$ cat src/rtl/instr_prefetch_queue.sv
// Instruction prefetch queue: fetches sequential words over a single-outstanding
// req/ack port, buffers {pc, instr} in a DEPTH-entry FIFO, and hands them to
// decode via valid/ready. A redirect flushes the queue and restarts fetch.
// Optional build macro PREFETCH_BYPASS_EN: forward an acked word straight to
// out_* when the queue is empty (combinational mem_* -> out_* path).
//
// state    | meaning
// ---------+-----------------------------------------------------------
// IDLE     | no request outstanding (queue full or just redirected)
// REQ      | request outstanding at mem_addr, data will be queued
// DISCARD  | request outstanding from before a redirect, data dropped
module instr_prefetch_queue #(
   parameter int                ADDR_W   = 32,
   parameter int                DATA_W   = 32,
   parameter int                DEPTH    = 4,
   parameter logic [ADDR_W-1:0] RESET_PC = '0
) (
   input  logic                       clock,
   input  logic                       reset,
   output logic                       mem_req,
   output logic [ADDR_W-1:0]          mem_addr,
   input  logic                       mem_ack,
   input  logic [DATA_W-1:0]          mem_rdata,
   output logic                       out_valid,
   output logic [DATA_W-1:0]          out_instr,
   output logic [ADDR_W-1:0]          out_pc,
   input  logic                       out_ready,
   input  logic                       redirect,
   input  logic [ADDR_W-1:0]          redirect_pc,
   output logic [$clog2(DEPTH):0]     count
);

   localparam int PW = $clog2(DEPTH);
   localparam int CW = PW + 1;

   localparam logic [1:0] S_IDLE    = 2'd0;
   localparam logic [1:0] S_REQ     = 2'd1;
   localparam logic [1:0] S_DISCARD = 2'd2;

   logic [1:0]        r_state, w_state_nxt;
   logic [ADDR_W-1:0] r_fetch_pc, w_fetch_pc_nxt;
   logic [ADDR_W-1:0] r_mem_addr, w_mem_addr_nxt;
   logic [ADDR_W-1:0] w_pc_inc;
   logic [CW-1:0]     r_count, w_count_nxt;
   logic [PW-1:0]     r_wr_ptr, r_rd_ptr;
   logic [DATA_W-1:0] r_q_instr [DEPTH];
   logic [ADDR_W-1:0] r_q_pc    [DEPTH];
   logic              w_ack_ok, w_head_valid, w_push, w_pop, w_byp_take;

   assign w_ack_ok     = (r_state == S_REQ) && mem_ack;
   assign w_head_valid = (r_count != '0);
   assign w_pc_inc     = r_fetch_pc + ADDR_W'(1);
   assign w_pop        = w_head_valid && out_ready && !redirect;
   assign w_push       = w_ack_ok && !redirect && !w_byp_take;

   assign mem_req  = (r_state != S_IDLE);
   assign mem_addr = r_mem_addr;
   assign count    = r_count;

`ifdef PREFETCH_BYPASS_EN
   logic w_bypass;
   assign w_bypass   = (r_count == '0) && w_ack_ok && !redirect;
   assign w_byp_take = w_bypass && out_ready;
   assign out_valid  = w_head_valid || w_bypass;
   assign out_instr  = w_bypass ? mem_rdata  : r_q_instr[r_rd_ptr];
   assign out_pc     = w_bypass ? r_mem_addr : r_q_pc[r_rd_ptr];
`else
   assign w_byp_take = 1'b0;
   assign out_valid  = w_head_valid;
   assign out_instr  = r_q_instr[r_rd_ptr];
   assign out_pc     = r_q_pc[r_rd_ptr];
`endif

   // Next-state, fetch PC, request address and occupancy
   always_comb begin
      w_state_nxt    = r_state;
      w_mem_addr_nxt = r_mem_addr;
      w_count_nxt    = r_count + CW'(w_push) - CW'(w_pop);
      w_fetch_pc_nxt = r_fetch_pc;
      if (redirect) begin
         w_count_nxt    = '0;
         w_fetch_pc_nxt = redirect_pc;
      end else if (w_ack_ok) begin
         w_fetch_pc_nxt = w_pc_inc;
      end
      case (r_state)
         S_IDLE: begin
            if (!redirect && (r_count < CW'(DEPTH))) begin
               w_state_nxt    = S_REQ;
               w_mem_addr_nxt = r_fetch_pc;
            end
         end
         S_REQ: begin
            if (redirect) begin
               if (mem_ack) begin
                  // Queue is empty after the flush, so a new request always fits
                  w_state_nxt    = S_REQ;
                  w_mem_addr_nxt = redirect_pc;
               end else begin
                  // Bus cannot abort: hold the old request and drop its data later
                  w_state_nxt = S_DISCARD;
               end
            end else if (mem_ack) begin
               if (w_count_nxt < CW'(DEPTH)) begin
                  w_state_nxt    = S_REQ;
                  w_mem_addr_nxt = w_pc_inc;
               end else begin
                  w_state_nxt = S_IDLE;
               end
            end
         end
         S_DISCARD: begin
            if (mem_ack) begin
               w_state_nxt    = S_REQ;
               w_mem_addr_nxt = redirect ? redirect_pc : r_fetch_pc;
            end
         end
         default: w_state_nxt = S_IDLE;
      endcase
   end

   // Control registers
   always_ff @(posedge clock or posedge reset) begin
      if (reset) begin
         r_state    <= S_IDLE;
         r_fetch_pc <= RESET_PC;
         r_mem_addr <= RESET_PC;
         r_count    <= '0;
         r_wr_ptr   <= '0;
         r_rd_ptr   <= '0;
      end else begin
         r_state    <= w_state_nxt;
         r_fetch_pc <= w_fetch_pc_nxt;
         r_mem_addr <= w_mem_addr_nxt;
         r_count    <= w_count_nxt;
         if (redirect) begin
            r_wr_ptr <= '0;
            r_rd_ptr <= '0;
         end else begin
            if (w_push) r_wr_ptr <= r_wr_ptr + PW'(1);
            if (w_pop)  r_rd_ptr <= r_rd_ptr + PW'(1);
         end
      end
   end

   // Queue storage; cleared on reset so the head reads zero out of reset
   always_ff @(posedge clock or posedge reset) begin
      if (reset) begin
         for (int i = 0; i < DEPTH; i++) begin
            r_q_instr[i] <= '0;
            r_q_pc[i]    <= '0;
         end
      end else if (w_push) begin
         r_q_instr[r_wr_ptr] <= mem_rdata;
         r_q_pc[r_wr_ptr]    <= r_fetch_pc;
      end
   end

endmodule

$ cat config.mk
export PLATFORM = sky130hd
export DESIGN_NAME = instr_prefetch_queue
export DESIGN_NICKNAME = d
export VERILOG_FILES = /design/src/rtl/instr_prefetch_queue.sv
export SDC_FILE = /design/constraint.sdc
export NUM_CORES = 1
export LEC_CHECK = 0
export ABC_AREA = 1
export CORE_ASPECT_RATIO = 1.75
export CORE_UTILIZATION = 57
export DETAILED_ROUTE_END_ITERATION = 12
export PLACE_DENSITY = 0.8
export SKIP_CTS_REPAIR_TIMING = 1
export SLEW_MARGIN = 25
export SYNTH_ARGS = -nofsm -noshare
export SYNTH_HDL_FRONTEND = slang
export SYNTH_SLANG_ARGS = --single-unit
$ cat constraint.sdc
create_clock -name clock -period 23.4 [get_ports clock]
set_clock_uncertainty 0.05 [all_clocks]
set_input_delay 4.68 -clock clock [delete_from_list [all_inputs] [get_ports clock]]
set_output_delay 4.68 -clock clock [all_outputs]
set_load 0.02 [all_outputs]
==> reports/metrics.cfg <==
[run_status]
status = finished clean

[synth]
synth_area_per_cell_um2 = 7.754
synth-xor-area-share_pct = 0
ys.warnings.count = 0
seq_area_frac_synth_pct = 51.72
synth_fa_ha_area_share_pct = 0.9903
synth_top_cell_by_area = dfrtp_1
syn_inst = 2053
synth_compound_area_share_pct = 18.66
synth_top_family_by_area = simple AND/OR/NAND/NOR gates
synth_edf_count = 0
synth_area_mm2 = 0.01592
synth_top_flop_cell = dfrtp_1
synthTopCellsByArea = dfrtp_1 (52%), o21ai_0 (14%), nand2_1 (14%)
synth_seq_cells = 329
synthDistinctLibCells = 33
syn-num-nets = 2134
synthMuxAreaShare_pct = 0
synth_top_area_share_pct = 51.72
async_reset_ff_share_pct = 100.0
yosys.area_share.simple_pct = 22.61

[worst_setup_path]
start_kind = register
crit_arrival_ns = 3.86
cp-end-kind = output port
worstPathRequired_ns = 18.67
worst-setup-path-type = reg -> out
critPathMaxFanout = 72

[finish]
n_antenna_cell = 0
areaGrowthSynthToFinish_pct = 17.44
fill_cells = 2305
design_area_mm2 = 0.01870
final_cell_mix = nand2_1 (569), o21ai_0 (452), dfrtp_1 (327)
layout.nets = 2213
final_common_cell = nand2_1
layout-drive-gt1-share_pct = 4.691

[place]
portBuffers = 169
gp_congestion = 0.9744
place_area_mm2 = 0.01765
dpl.hpwl_um = 25490

[floorplan]
start_util_pct = 58.26
rows = 80
die_y_um = 223.1
fp.dieW_um = 128.3
dieArea_mm2 = 0.02863
ios = 170
coreArea_mm2 = 0.02733

[hold_path]
hold_path_class = reg -> reg

[timing]
worst_pin_slew_ns = 0.9039
fin_crit_sh_pct = 36.72
period_needed_ns = 8.593
slew_violations = 0
hold_viol_final = 0
rsz0062_at_grt = false
max_freq_mhz = 116.4
final-setup-viol-count = 0
fin_setup_tns_ns = 0
slew_headroom_pct = 39.74

[routing]
detail-route-antenna-nets = 0
wire_per_inst_um = 16.55
vias = 14400
dr.pass1.iters = 5
vias_per_cell = 5.708
post-route-drc-count = 0
drt_iter0_drc = 1032
drt-total-wl_um = 41740

[global_routing]
grt_pass1_vias = 13960
grt_busiest_layer = met2
grt.total_usage_pct = 29.80
met2_usage_pct = 50.31
met1_usage_pct = 38.17
grt_pass1_wl_um = 68690
antenna_found_initial = 0
grt-ovfl-total = 0
grt_max_degree = 188
grt_use_met3_pct = 3.237

[clock_tree]
htreeDepth = 1
root_buffer = clkbuf_16
cts_max_path_buffers = 3
path_clk_slew_ns = 0.06
cts_tree = done
clock-sinks = 329
cts_made_buffers = 30
worstSkewPairLatency_ns = 0.57

[pwr]
vdd_ir_drop_max_mv = 0.1784
leakagePower_nw = 8.736
p_per_area_mw_per_mm2 = 136.0

[job]
maxCapViolations = 0

[power by group]
group | switching, W | internal [W] | leakage (nW)
logic | 0.000705 | 0.000447 | 3.89
registers | 0.000128 | 0.000762 | 4.35
clock network | 0.000211 | 0.000291 | 0.504
[worst paths after layout]
check	from	end	slack, ns	cells after the start
max in group asynchronous	reset	r_q_pc[117]	17.22	4
hold reg to reg	r_q_instr[35]	r_q_instr[35]	0.43	2
min in group asynchronous	reset	r_q_instr[27]	4.54	2
hold / removal	r_q_instr[35]	r_q_instr[35]	0.43	2
setup / recovery	r_rd_ptr[0]	out_pc[23]	14.81	5
setup reg to reg	r_state[1]	mem_addr[28]	19.02	19
[layout make-up]
type	count	area [um^2]	area share, %
clock inverter	8	90.09	0.4819
multi-input combinational	1488	6763	36.17
tap	369	461.7	2.470
inverter	98	385.4	2.061
clock buffer	45	918.4	4.912
sequential	329	8238	44.06
timing repair buffer	185	1839	9.838
[metrics by stage]
| step | cells | hold WS [ns] | total power [W] | setup WS (ns) | util, % |
|---|---|---|---|---|---|
| floorplan | 2053 | 0.3978 | 0.001604 | 9.559 | - |
| global placement | 2468 | 0.4105 | 0.002011 | 15.39 | 64.61 |
| detailed placement | 2468 | 0.4148 | 0.002040 | 15.21 | 64.61 |
| CTS | 2521 | 0.4337 | 0.002549 | 14.80 | 68.30 |
| global route | 2522 | 0.4510 | 0.002713 | 14.53 | 68.42 |
| finish | 2522 | 0.4313 | 0.002543 | 14.81 | 68.42 |
[cells in the mapped netlist, types with 2 or more instances]
library cell  instances
nand2_1             574
o21ai_0             452
dfrtp_1             329
nor2_1              245
clkbuf_1             94
inv_1                94
o22ai_1              65
nand3_1              58
a21oi_1              35
buf_2                28
buf_1                11
ha_1                 11
nor2_4                8
o211ai_1              6
nand4_1               5
o21ai_1               5
buf_6                 4
nand2_2               4
nor2_2                4
and2_1                3
o21bai_1              3
inv_2                 2
nand2_4               2
or2_2                 2
[worst max-delay path, cell delays in order, from the launching register on]
cell and delay (ns):
dfrtp_4 0.83, clkinv_2 0.81, buf_4 0.63, o21ai_0 0.28, o22ai_1 0.15, clkdlybuf4s50_1 0.56
[cells by family after synthesis]
kind of cell	Yosys count
compound gates	570
fa+ha+maj	12
buf+inv	236
flops	329
simple gates	906
[routing by layer]
metal | vias up | share of wire (%)
li1 | 6880 | -
met1 | 6859 | 40
met2 | 541 | 50
met3 | 116 | 5.8
met4 | 0 | 4.3
met5 | - | 0
[sequential cells by signal, indices dropped and copies added (netlist names)]
| signal | count |
|---|---|
| r_q_instr | 128 |
| r_fetch_pc | 32 |
| r_state | 2 |
| r_wr_ptr | 2 |
| r_q_pc | 128 |
| count | 3 |
| r_rd_ptr | 2 |
| mem_addr | 32 |
(Power assumes the default switching activity.)
